--- src/rtl/parametric_cache_bank.sv ---
// Cache-bank front end: round-robin (optionally critical-first) arbitration into a miss queue,
// plus a buffered return queue. Optional macro: CACHE_BANK_CRITICAL_EN enables critical-first arbitration.

module cache_bank_queue #(
    parameter int DEPTH = 4,
    parameter int WIDTH = 80
) (
    input  logic                       clock,
    input  logic                       reset,
    input  logic                       push_req,
    input  logic [WIDTH-1:0]           push_data,
    input  logic                       pop_ack,
    output logic                       full,
    output logic                       valid,
    output logic [WIDTH-1:0]           head_data,
    output logic [$clog2(DEPTH+1)-1:0] count
);
    localparam int PTR_W = $clog2(DEPTH);
    localparam int CNT_W = $clog2(DEPTH+1);

    logic [WIDTH-1:0] mem [DEPTH];
    logic [PTR_W-1:0] head, tail;
    logic             push, pop;

    // Explicit wrap compare so non-power-of-2 depths work.
    function automatic logic [PTR_W-1:0] ptr_inc(input logic [PTR_W-1:0] p);
        return (p == PTR_W'(DEPTH-1)) ? '0 : p + 1'b1;
    endfunction

    assign full      = (count == CNT_W'(DEPTH));
    assign valid     = (count != '0);
    assign push      = push_req & ~full;
    assign pop       = valid & pop_ack;
    assign head_data = valid ? mem[head] : '0;

    always_ff @(posedge clock or posedge reset) begin
        if (reset) begin
            head  <= '0;
            tail  <= '0;
            count <= '0;
        end else begin
            if (push) tail <= ptr_inc(tail);
            if (pop)  head <= ptr_inc(head);
            if (push && !pop)      count <= count + 1'b1;
            else if (pop && !push) count <= count - 1'b1;
        end
    end

    // Storage is intentionally not reset; only the pointers define occupancy.
    always_ff @(posedge clock) begin
        if (push) mem[tail] <= push_data;
    end
endmodule

module parametric_cache_bank #(
    parameter int NUM_PORTS  = 2,
    parameter int REQ_WIDTH  = 80,
    parameter int MISS_DEPTH = 4,
    parameter int RET_DEPTH  = 4
) (
    input  logic                            clock,
    input  logic                            reset,
    input  logic [NUM_PORTS*REQ_WIDTH-1:0]  io_input_request_flatted_in,
    input  logic [NUM_PORTS-1:0]            io_input_request_valid_flatted_in,
    input  logic [NUM_PORTS-1:0]            io_input_request_critical_flatted_in,
    output logic [NUM_PORTS-1:0]            io_input_request_ack_out,
    input  logic [REQ_WIDTH-1:0]            io_fetched_request_in,
    input  logic                            io_fetched_request_valid_in,
    output logic                            io_fetch_ack_out,
    output logic [REQ_WIDTH-1:0]            io_miss_request_out,
    output logic                            io_miss_request_valid_out,
    input  logic                            io_miss_request_ack_in,
    output logic [REQ_WIDTH-1:0]            io_return_request_out,
    output logic                            io_return_request_valid_out,
    input  logic                            io_return_request_ack_in,
    output logic [$clog2(MISS_DEPTH+1)-1:0] io_miss_queue_count_out
);
    localparam int PORT_W = $clog2(NUM_PORTS);

    logic [NUM_PORTS-1:0] cand;
    logic [PORT_W-1:0]    rr_ptr, win_idx;
    logic                 win_found, accept, miss_full, ret_full, fetch_push;
    logic [REQ_WIDTH-1:0] win_data;

`ifdef CACHE_BANK_CRITICAL_EN
    logic [NUM_PORTS-1:0] crit_valid;
    assign crit_valid = io_input_request_valid_flatted_in & io_input_request_critical_flatted_in;
    assign cand       = (crit_valid != '0) ? crit_valid : io_input_request_valid_flatted_in;
`else
    logic [NUM_PORTS-1:0] unused_critical;
    assign unused_critical = io_input_request_critical_flatted_in;
    assign cand            = io_input_request_valid_flatted_in;
`endif

    // Scan candidates starting at rr_ptr; first hit wins.
    always_comb begin
        win_found = 1'b0;
        win_idx   = '0;
        for (int i = 0; i < NUM_PORTS; i++) begin
            if (!win_found && cand[(int'(rr_ptr) + i) % NUM_PORTS]) begin
                win_found = 1'b1;
                win_idx   = PORT_W'((int'(rr_ptr) + i) % NUM_PORTS);
            end
        end
    end

    always_comb begin
        win_data = io_input_request_flatted_in[int'(win_idx)*REQ_WIDTH +: REQ_WIDTH];
    end

    // Reset gating keeps every output at 0 while reset is held, even with live inputs.
    assign accept                   = win_found & ~miss_full & ~reset;
    assign io_input_request_ack_out = accept ? (NUM_PORTS'(1) << win_idx) : '0;
    assign fetch_push               = io_fetched_request_valid_in & ~ret_full & ~reset;
    assign io_fetch_ack_out         = fetch_push;

    always_ff @(posedge clock or posedge reset) begin
        if (reset) begin
            rr_ptr <= '0;
        end else if (accept) begin
            rr_ptr <= (win_idx == PORT_W'(NUM_PORTS-1)) ? '0 : win_idx + 1'b1;
        end
    end

    cache_bank_queue #(.DEPTH(MISS_DEPTH), .WIDTH(REQ_WIDTH)) u_miss_q (
        .clock     (clock),
        .reset     (reset),
        .push_req  (accept),
        .push_data (win_data),
        .pop_ack   (io_miss_request_ack_in),
        .full      (miss_full),
        .valid     (io_miss_request_valid_out),
        .head_data (io_miss_request_out),
        .count     (io_miss_queue_count_out)
    );

    logic [$clog2(RET_DEPTH+1)-1:0] unused_ret_count;

    cache_bank_queue #(.DEPTH(RET_DEPTH), .WIDTH(REQ_WIDTH)) u_ret_q (
        .clock     (clock),
        .reset     (reset),
        .push_req  (fetch_push),
        .push_data (io_fetched_request_in),
        .pop_ack   (io_return_request_ack_in),
        .full      (ret_full),
        .valid     (io_return_request_valid_out),
        .head_data (io_return_request_out),
        .count     (unused_ret_count)
    );
endmodule

--- config.mk ---
export PLATFORM = sky130hd
export DESIGN_NAME = parametric_cache_bank
export DESIGN_NICKNAME = d
export VERILOG_FILES = /design/src/rtl/parametric_cache_bank.sv
export SDC_FILE = /design/constraint.sdc
export NUM_CORES = 1
export LEC_CHECK = 0
export CAP_MARGIN = 40
export CELL_PAD_IN_SITES_DETAIL_PLACEMENT = 1
export CELL_PAD_IN_SITES_GLOBAL_PLACEMENT = 2
export CORE_MARGIN = 1
export CORE_UTILIZATION = 40
export DETAILED_ROUTE_END_ITERATION = 10
export PLACE_DENSITY = 0.85
export REMOVE_ABC_BUFFERS = 1
export SLEW_MARGIN = 20
export SYNTH_ARGS = -nofsm -noshare
export SYNTH_HDL_FRONTEND = slang
export SYNTH_SLANG_ARGS = --single-unit
export TNS_END_PERCENT = 5
--- constraint.sdc ---
create_clock -name clock -period 4.6 [get_ports clock]
set_input_delay 0.92 -clock clock [delete_from_list [all_inputs] [get_ports clock]]
set_output_delay 0.92 -clock clock [all_outputs]
set_load 0.02 [all_outputs]
==> metrics.md <==
| Metric | Value |
|---|---|
| Outcome | `finished, final reports clean` |
| Post-CTS setup buffer count | `0` |
| Fin nets | `1,904` |
| Ports | `417` |
| Row Count | `93` |
| First-pass GRT wire length | `89,800 um` |
| Setup Skew | `0.0267 ns` |
| Final ANT Viol Nets | `0` |
| Via density | `5.09` |
| Die ar. | `0.0665 mm^2` |
| Post-CTS sizing | `0` |
| Antenna violations before repair | `7` |
| Post-synth EDFFs | `640` |
| Final hold viol count | `0` |
| Synthesized cell area | `0.0262 mm^2` |
| Synthesized area per cell | `22.1 um^2` |
| Vias | `12.9k` |
| Period minus WS final | `3.97 ns` |
| First DRT Iteration DRCs | `791` |
| Clock Sinks | `655` |
| DRT Wirelength | `60,800 um` |
| Max-slew headroom | `51.3%` |
| Final Setup Violations | `0` |
| Area of the multi-input gates | `0.00606 mm^2` |
| Startpoint Class | `register` |
| Yosys cell types | `23` |
| Starting Density | `40.6%` |
| Clock tree buffer depth | `3` |
| Die Wd | `258 um` |
| CP required | `3.68 ns` |
| Total Neg Setup Slack | `0 ns` |
| Top cells by area, synth | `edfxtp_1, mux4_2, and2_1` |
| Core Region | `0.0646 mm^2` |
| Avg WL per Cell | `23.9 um` |
| Port bufs | `414` |
| CTS tree | `built` |
| Share of cells above drive strength 1 | `23.0%` |
| Endpoint class of the critical path | `output port` |
| Hpwl dp | `40,000 um` |
| Max-slew violations | `0` |
| # fillers | `5,810` |
| Synth area leader | `edfxtp_1` |
| # DRC | `0` |
| Main flop type after synthesis | `edfxtp_1` |
| Hold Crit Class | `register to register` |
| CTS H-tree lvls | `3` |
| RePlAce Congestion | `0.736` |
| Peak supply drop | `0.262 mV` |
| Final clock period utilization by the worst path | `86.3%` |
| Yosys warns | `0` |
| Max FO, Critical Path | `29` |
| Synth async-reset ratio | `2.29%` |
| Sequential area share after synthesis | `74.8%` |
| Pwr dens | `644 mW/mm^2` |
| Clk root buf | `clkbuf_16` |
| CTS buffer count | `69` |
| Gr ovfl total | `0` |
| Global Route Usage Sum | `18.2%` |
| Synth top area share | `73.3%` |
| Vias in the first global route | `14.4k` |
| Number of max-cap violations | `0` |
| Fmax | `252 MHz` |
| Die span in y | `258 um` |
| Largest net degree at the start of global routing | `67` |
| Pre-Repair DR Iteration Count | `5` |
| RSZ-0062 raised after global routing | `no` |
| Worst-path clk slew | `0.06 ns` |
| Tightest Pin Transition | `0.731 ns` |
| Area added between synthesis and finish | `27.6%` |
| Most frequent cells in the layout | `edfxtp_1, clkdlybuf4s50_1, and2_1, mux4_2, mux2_2` |
| Static leakage | `0.0108 uW` |
| Cts hold-fix bufs | `0` |
| Final core utilization | `51.8%` |
| CP arrival | `3.05 ns` |
| Number of synthesized register bits | `655` |
| Post-Syn Instances | `1,184` |
| Setup CP Type | `register to output port` |
| Most common cell after layout, fill and taps aside | `edfxtp_1` |
| Clock Latency Late Sink | `0.59 ns` |
| Register area | `0.0196 mm^2` |
-- critical path, stage by stage, from the launching register on --
cell and delay [ns]:
dfrtp_4 0.80, buf_4 0.32, mux4_2 0.51, and2_1 0.20
clkdlybuf4s50_1 0.59
-- synth_stat cells, drive strengths merged, types with 2 or more instances --
cell      n
and2    169
buf      45
clkbuf   18
dfrtp    15
edfxtp  640
fa        2
ha       12
inv       9
mux2     91
mux4    160
nand2     2
nor2      8
o311a     2
or3       2
xnor2     3
xor2      3
-- final cells by class --
cell class | count | share of cell area [%]
multi-input cells | 457 | 18.1
repair buffers | 449 | 13.8
flip-flops and latches | 655 | 58.6
well taps | 855 | 3.20
clock buffers | 85 | 5.41
inverters | 9 | 0.101
clock inverters | 33 | 0.752
diodes | 1 | 0.00748
-- metrics by stage --
step / total power (uW) / instance area (um^2) / std cells / hold slack [ns] / setup WS, ns
2_1_floorplan: 13000 / 25700 / 1121 / 0.475 / -4.33
3_3_place_gp: 16500 / 31400 / 2424 / 0.544 / 1.01
3_5_place_dp: 16700 / 31400 / 2425 / 0.550 / 0.986
4_1_cts: 21900 / 33400 / 2543 / 0.563 / 0.526
5_1_grt: 22500 / 33400 / 2543 / 0.599 / 0.458
6_report: 21500 / 33400 / 2544 / 0.562 / 0.628
-- routing by layer --
layer	global-route usage [%]	part of all wire, %	vias to the layer above
met1	22.4	39	6641
met5	0	0.13	-
li1	-	-	5716
met2	31.1	50	491
met4	4.82	1.6	12
met3	5.59	8.8	79
-- state kept, by name, indices dropped and copies added (netlist names) --
name,cells
u_ret_q.tail,2
u_ret_q.mem,320
u_miss_q.tail,2
u_miss_q.head,2
u_miss_q.mem,320
u_ret_q.count,3
rr_ptr,1
u_miss_q.count,3
u_ret_q.head,2
-- worst paths after layout --
check,from,to,slack [ns],cells after the start
worst max-delay path,u_ret_q.head[0],io_return_request_out[50],0.63,4
worst min-delay path,u_miss_q.count[2],u_miss_q.count[2],0.56,1
worst max register to register,u_miss_q.count[0],u_miss_q.count[2],1.87,8
worst min register to register,u_miss_q.count[2],u_miss_q.count[2],0.56,1
max in group asynchronous,reset,u_miss_q.head[1],3.45,3
min in group asynchronous,reset,u_ret_q.tail[0],0.67,2
-- kinds of logic (layout without fill, tap and decap cells) --
logic type,Yosys count,in the layout,synth area share [%]
xor+xnor,6,6,0.201
flops,655,655,74.8
other cells,0,1,0
simple gates,181,181,4.23
mux,251,251,17.7
fa+ha+maj,14,14,0.726
buf+inv,72,576,2.24
compound gates,5,5,0.177
-- power by group --
part | internal (uW) | total (uW) | leakage [uW] | switching, uW
sequential | 7530 | 8030 | 0.00599 | 494
combinational | 4240 | 8420 | 0.00384 | 4180
clock | 2910 | 5100 | 0.000992 | 2190
(Power assumes the default switching activity.)
